$ cat config.mk
export PLATFORM = sky130hd
export DESIGN_NAME = vga_sync_decoder
export DESIGN_NICKNAME = d
export VERILOG_FILES = /design/src/rtl/vga_sync_decoder.sv
export SDC_FILE = /design/constraint.sdc
export NUM_CORES = 1
export LEC_CHECK = 0
export CAP_MARGIN = 40
export CORE_ASPECT_RATIO = 0.8
export CORE_MARGIN = 2
export CORE_UTILIZATION = 54
export CTS_CLUSTER_SIZE = 25
export DETAILED_ROUTE_END_ITERATION = 7
export PLACE_DENSITY = 0.76
export SYNTH_ARGS = -nofsm -noshare
export SYNTH_HDL_FRONTEND = slang
export SYNTH_SLANG_ARGS = --single-unit
$ cat constraint.sdc
create_clock -name pclk -period 2.9 [get_ports pclk]
set_input_delay 0.435 -clock pclk [delete_from_list [all_inputs] [get_ports pclk]]
set_output_delay 0.435 -clock pclk [all_outputs]
set_load 0.01 [all_outputs]
$ cat src/rtl/vga_sync_decoder.sv
// Receive-side VGA timing decoder: recovers pixel coordinates and colour, measures
// line/frame geometry and declares lock after enough consecutive matching frames.
module vga_sync_decoder #(
    parameter int H_TOTAL     = 800,
    parameter int H_ACTIVE    = 640,
    parameter int V_TOTAL     = 525,
    parameter int V_ACTIVE    = 480,
    parameter int LOCK_FRAMES = 2
) (
    input  logic        pclk,
    input  logic        reset,
    input  logic        hsync,
    input  logic        vsync,
    input  logic        valid,
    input  logic [7:0]  vga_r,
    input  logic [7:0]  vga_g,
    input  logic [7:0]  vga_b,
    output logic        pix_valid,
    output logic [9:0]  pix_x,
    output logic [9:0]  pix_y,
    output logic [11:0] pix_data,
    output logic        frame_start,
    output logic        locked,
    output logic        err,
    output logic [9:0]  meas_htotal,
    output logic [9:0]  meas_hactive,
    output logic [9:0]  meas_vtotal,
    output logic [9:0]  meas_vactive
);

    localparam logic [9:0] H_TOTAL_C  = 10'(H_TOTAL);
    localparam logic [9:0] H_ACTIVE_C = 10'(H_ACTIVE);
    localparam logic [9:0] V_TOTAL_C  = 10'(V_TOTAL);
    localparam logic [9:0] V_ACTIVE_C = 10'(V_ACTIVE);
    localparam logic [3:0] LOCK_C     = 4'(LOCK_FRAMES);

    typedef enum logic [1:0] {
        SEARCH  = 2'd0,
        MEASURE = 2'd1,
        LOCKED  = 2'd2
    } state_t;

    function automatic logic [9:0] sat_inc(input logic [9:0] v);
        return (v == 10'h3FF) ? v : v + 10'd1;
    endfunction

    state_t      state;
    state_t      state_nxt;
    logic [3:0]  match_cnt;
    logic [3:0]  match_nxt;

    logic        hs_p0;
    logic        vs_p0;
    logic        vld_p0;
    logic [11:0] rgb_p0;
    logic        hs_p1;
    logic        vs_p1;
    logic        vld_p1;

    logic [9:0]  hcnt;
    logic [9:0]  hact;
    logic [9:0]  vtot_cnt;
    logic [9:0]  vact_cnt;
    logic        line_act;
    logic [9:0]  x_cnt;
    logic [9:0]  y_cnt;

    logic        hfall;
    logic        vfall;
    logic        vldfall;
    logic [9:0]  vtot_line;
    logic [9:0]  vact_line;
    logic [9:0]  htot_cur;
    logic [9:0]  hact_cur;
    logic        frame_match;
    logic        x_full;
    logic        h_bad;
    logic        err_nxt;
    logic        pix_take;

    // Only the low colour nibbles carry information.
    logic        unused_hi;
    assign unused_hi = ^{vga_r[7:4], vga_g[7:4], vga_b[7:4]};

    assign hfall   = hs_p1 & ~hs_p0;
    assign vfall   = vs_p1 & ~vs_p0;
    assign vldfall = vld_p1 & ~vld_p0;

    // A line ending on the same edge as vsync is counted before the frame totals are taken.
    assign vtot_line = hfall ? sat_inc(vtot_cnt) : vtot_cnt;
    assign vact_line = (hfall && line_act) ? sat_inc(vact_cnt) : vact_cnt;
    assign htot_cur  = hfall ? hcnt : meas_htotal;
    assign hact_cur  = vldfall ? hact : meas_hactive;

    assign frame_match = (htot_cur == H_TOTAL_C) && (hact_cur == H_ACTIVE_C) &&
                         (vtot_line == V_TOTAL_C) && (vact_line == V_ACTIVE_C);
    assign x_full      = (x_cnt == H_ACTIVE_C);
    assign h_bad       = hfall && (hcnt != H_TOTAL_C);

    always_ff @(posedge pclk) begin
        if (!reset) begin
            state     <= SEARCH;
            match_cnt <= 4'd0;
        end else begin
            state     <= state_nxt;
            match_cnt <= match_nxt;
        end
    end

    always_comb begin
        state_nxt = state;
        match_nxt = match_cnt;
        case (state)
            SEARCH: begin
                match_nxt = 4'd0;
                if (vfall) state_nxt = MEASURE;
            end
            MEASURE: begin
                if (vfall) begin
                    if (frame_match) begin
                        match_nxt = match_cnt + 4'd1;
                        if (match_cnt + 4'd1 == LOCK_C) state_nxt = LOCKED;
                    end else begin
                        match_nxt = 4'd0;
                    end
                end
            end
            LOCKED: begin
                // A failing vsync edge doubles as the first edge of a new search.
                if (vfall && !frame_match) begin
                    state_nxt = MEASURE;
                    match_nxt = 4'd0;
                end else if (h_bad) begin
                    state_nxt = SEARCH;
                    match_nxt = 4'd0;
                end
            end
            default: begin
                state_nxt = SEARCH;
                match_nxt = 4'd0;
            end
        endcase
    end

    always_comb begin
        locked   = (state == LOCKED);
        err_nxt  = (state == LOCKED) &&
                   ((vfall && !frame_match) || h_bad || (vld_p0 && x_full));
        pix_take = (state == LOCKED) && vld_p0 && !x_full;
    end

    always_ff @(posedge pclk) begin
        if (!reset) begin
            hs_p0        <= 1'b0;
            vs_p0        <= 1'b0;
            vld_p0       <= 1'b0;
            rgb_p0       <= 12'd0;
            hs_p1        <= 1'b0;
            vs_p1        <= 1'b0;
            vld_p1       <= 1'b0;
            hcnt         <= 10'd0;
            hact         <= 10'd0;
            vtot_cnt     <= 10'd0;
            vact_cnt     <= 10'd0;
            line_act     <= 1'b0;
            x_cnt        <= 10'd0;
            y_cnt        <= 10'd0;
            meas_htotal  <= 10'd0;
            meas_hactive <= 10'd0;
            meas_vtotal  <= 10'd0;
            meas_vactive <= 10'd0;
            pix_valid    <= 1'b0;
            pix_x        <= 10'd0;
            pix_y        <= 10'd0;
            pix_data     <= 12'd0;
            frame_start  <= 1'b0;
            err          <= 1'b0;
        end else begin
            // Input registers, then a second sync copy for edge detection
            hs_p0  <= hsync;
            vs_p0  <= vsync;
            vld_p0 <= valid;
            rgb_p0 <= {vga_r[3:0], vga_g[3:0], vga_b[3:0]};
            hs_p1  <= hs_p0;
            vs_p1  <= vs_p0;
            vld_p1 <= vld_p0;

            // Geometry measurement and coordinate tracking from the edge-detected stream
            if (hfall) begin
                meas_htotal <= hcnt;
                hcnt        <= 10'd1;
            end else begin
                hcnt <= sat_inc(hcnt);
            end

            if (vldfall) begin
                meas_hactive <= hact;
                hact         <= 10'd0;
            end else if (vld_p0) begin
                hact <= sat_inc(hact);
            end

            if (hfall) line_act <= vld_p0;
            else if (vld_p0) line_act <= 1'b1;

            if (vfall) begin
                meas_vtotal  <= vtot_line;
                meas_vactive <= vact_line;
                vtot_cnt     <= 10'd0;
                vact_cnt     <= 10'd0;
            end else begin
                vtot_cnt <= vtot_line;
                vact_cnt <= vact_line;
            end

            if (vldfall) x_cnt <= 10'd0;
            else if (vld_p0 && !x_full) x_cnt <= x_cnt + 10'd1;

            if (vfall) y_cnt <= 10'd0;
            else if (vldfall) y_cnt <= sat_inc(y_cnt);

            // Output registers
            pix_valid <= pix_take;
            if (pix_take) begin
                pix_x    <= x_cnt;
                pix_y    <= y_cnt;
                pix_data <= rgb_p0;
            end
            frame_start <= vfall;
            err         <= err_nxt;
        end
    end

endmodule

==> results_dict.tcl <==
set metrics [dict create \
    critPathMaxFanout 8 \
    port_buffers 92 \
    initial_core_util_pct 55.29 \
    hold_slack_ns 0.4411 \
    fmax_mhz 363.6 \
    syn_area_um2 6724 \
    p_per_area_nw_per_um2 526.5 \
    antenna_found_initial 0 \
    die_x_um 128.8 \
    cts_inserted_buffers 17 \
    setup_violations 0 \
    grt_first_pass_wirelength_mm 25.66 \
    viasPerCell 5.504 \
    cts_tree "yes" \
    ff2ff_path_depth 9 \
    worstPathRequired_ns 3.20 \
    clockRootBuffer "clkbuf_16" \
    io_pins 105 \
    antenna_cells 0 \
    grt_max_degree 78 \
    worst_setup_path_end_kind "flop" \
    die_y_um 103.8 \
    ys.flop_type "dfxtp_1" \
    use_met1_pct 32.07 \
    synthDistinctLibCells 61 \
    rsz0062_at_grt "no" \
    clk_path_buf_depth 2 \
    stdcell_count 1046 \
    grt_usage_pct 23.75 \
    ant_nets 0 \
    async_flop_share_pct 0 \
    fp.coreArea_um2 12160 \
    dpl.hpwl_mm 10.69 \
    finalHoldViolations 0 \
    layout_common_cells "dfxtp_1 (160), nand2_1 (138), nor2_1 (100)" \
    final_common_cell "dfxtp_1" \
    route.detailed.drc 0 \
    use_met2_pct 37.41 \
    cap_violations 0 \
    worstMarginPinSlew_ns 0.8240 \
    tns_ns 0 \
    synth-seq-area-share_pct 47.64 \
    areaGrowthSynthToFinish_pct 23.41 \
    first_iter_violations 470 \
    synth_nets 842 \
    met3_usage_pct 5.682 \
    ys_seq_elements 160 \
    post_cts_buffers 0 \
    wirelength_mm 15.29 \
    pre_cts_ws_ns 0.2100 \
    drive_gt1_share_pct 7.383 \
    min_period_ns 2.750 \
    grt_pass1_vias 5417 \
    fp-row-count 36 \
    p_total_mw 4.369 \
    skew_ns 0.007958 \
    irDropWorstVdd_v 0.0004161 \
    syn_area_per_cell_um2 8.374 \
    path_clk_slew_ns 0.06 \
    place.gp.congestion 0.8949 \
    worst_hold_path_type "reg2reg" \
    clk_latency_ns 0.42 \
    maxSlewHeadroom_pct 45.07 \
    post-route-period-util_pct 94.83 \
    yosys_warnings 0 \
    critPathLaunchType "flop" \
    placed_cells 1018 \
    crit_type "reg2reg" \
    grt_overflow_total 0 \
    power_leakage_nw 2.929 \
    nNetsFinal 924 \
    top_usage_layer "met2" \
    arrival_ns 3.05 \
    r2r_slack_ns 0.15 \
    whs_path_depth 2 \
    synthCells 803 \
    drv_slew 0 \
    num_vias 5757 \
    htreeDepth 4 \
    cts_sinks 160 \
    wl_per_cell_um 14.61 \
    dr.pass1.iters 5 \
    die-area_um2 13370 \
    synth_edf_count 0 \
    worst_slack_ns 0.1500 \
    status "finished clean" \
]
-- layer usage --
metal  vias up  share of wire, %
met5         -                 0
met4         0               1.1
met3        19               4.2
met2       128                48
met1      2698                47
li1       2912                 -
-- cell type report --
type / count / area [um^2]
fillers: 968 / 3864
multi-input cells: 583 / 3276
flip-flops and latches: 160 / 3203
repair buffers: 112 / 1086
clock buffers: 21 / 460.4
well taps: 152 / 190.2
clock inverters: 7 / 41.29
inverters: 11 / 41.29
-- kinds of logic after synthesis --
kind of cell / count (synthesis) / share of synthesized area [%]
compound gates: 139 / 12.82
xor+xnor: 34 / 4.429
fa+ha+maj: 10 / 1.861
buf+inv: 60 / 3.666
flops: 160 / 47.64
mux: 10 / 1.489
simple gates: 390 / 28.10
-- timing repair --
action,CTS,global route
endpoints found under the hold margin,0,0
hold buffers,0,0
gates resized for setup,0,1
endpoints found under the setup margin,0,4
-- synthesized netlist by cell type, types with 3 or more instances --
cell type / count / share of area, %
nand4_1: 22 / 2.0
a31oi_1: 3 / 0.28
dfxtp_1: 160 / 48
o21ai_0: 13 / 0.97
nand4b_1: 3 / 0.39
xor2_1: 20 / 2.6
a21o_1: 3 / 0.33
nor2_1: 100 / 5.6
inv_1: 10 / 0.56
buf_1: 3 / 0.17
nor4bb_1: 3 / 0.45
nand2_1: 138 / 7.7
nor4_1: 4 / 0.37
or3_1: 10 / 0.93
nor3b_1: 4 / 0.45
nand2b_1: 8 / 0.74
o21ai_1: 5 / 0.37
mux2i_1: 10 / 1.5
and4_1: 4 / 0.52
and3_1: 11 / 1.0
buf_2: 11 / 0.82
ha_1: 10 / 1.9
xnor2_1: 14 / 1.8
a211oi_1: 11 / 1.2
nor2b_1: 4 / 0.37
clkbuf_1: 34 / 1.9
a21oi_1: 82 / 6.1
nor3_1: 12 / 0.89
and2_1: 21 / 2.0
nand3_1: 30 / 2.2
-- worst paths after layout --
kind / startpoint / endpoint
max: vact_cnt[1]$_SDFF_PP0_ / err$_SDFF_PN0_
min reg2reg: rgb_p0[4]$_SDFF_PN0_ / pix_data[4]$_SDFFE_PN0P_
min: rgb_p0[4]$_SDFF_PN0_ / pix_data[4]$_SDFFE_PN0P_
max reg2reg: vact_cnt[1]$_SDFF_PP0_ / err$_SDFF_PN0_
-- where the power goes --
part / switching [mW] / internal, mW
clock network: 0.824 / 1.11
logic: 0.100 / 0.0771
registers: 0.0272 / 2.23
-- critical path, stage by stage, from the launching register on --
cell       delay (ns)
dfxtp_1          0.37
ha_1             0.27
and3_1           0.25
a31oi_4          0.25
nand2_2          0.09
or3_1            0.37
a2111oi_4        0.41
and2_4           0.23
nor2_2           0.05
o311a_1          0.35
-- flip-flops by register name, summed over array words and instances (netlist names), 2 cells and up --
register      flops
hact             10
hcnt             10
match_cnt         4
meas_hactive     10
meas_htotal      10
meas_vactive     10
meas_vtotal      10
pix_data         12
pix_x            10
pix_y            10
rgb_p0           12
state             2
vact_cnt         10
vtot_cnt         10
x_cnt            10
y_cnt            10
-- stage by stage --
step | instance area, um^2 | util, %
after floorplan | 6724 | -
after CTS | 8297 | 68.22
final | 8298 | 68.23
after global placement | 7765 | 63.85
after detailed placement | 7795 | 64.09
after global routing | 8298 | 68.23
Power figures use the tool's default switching activity.
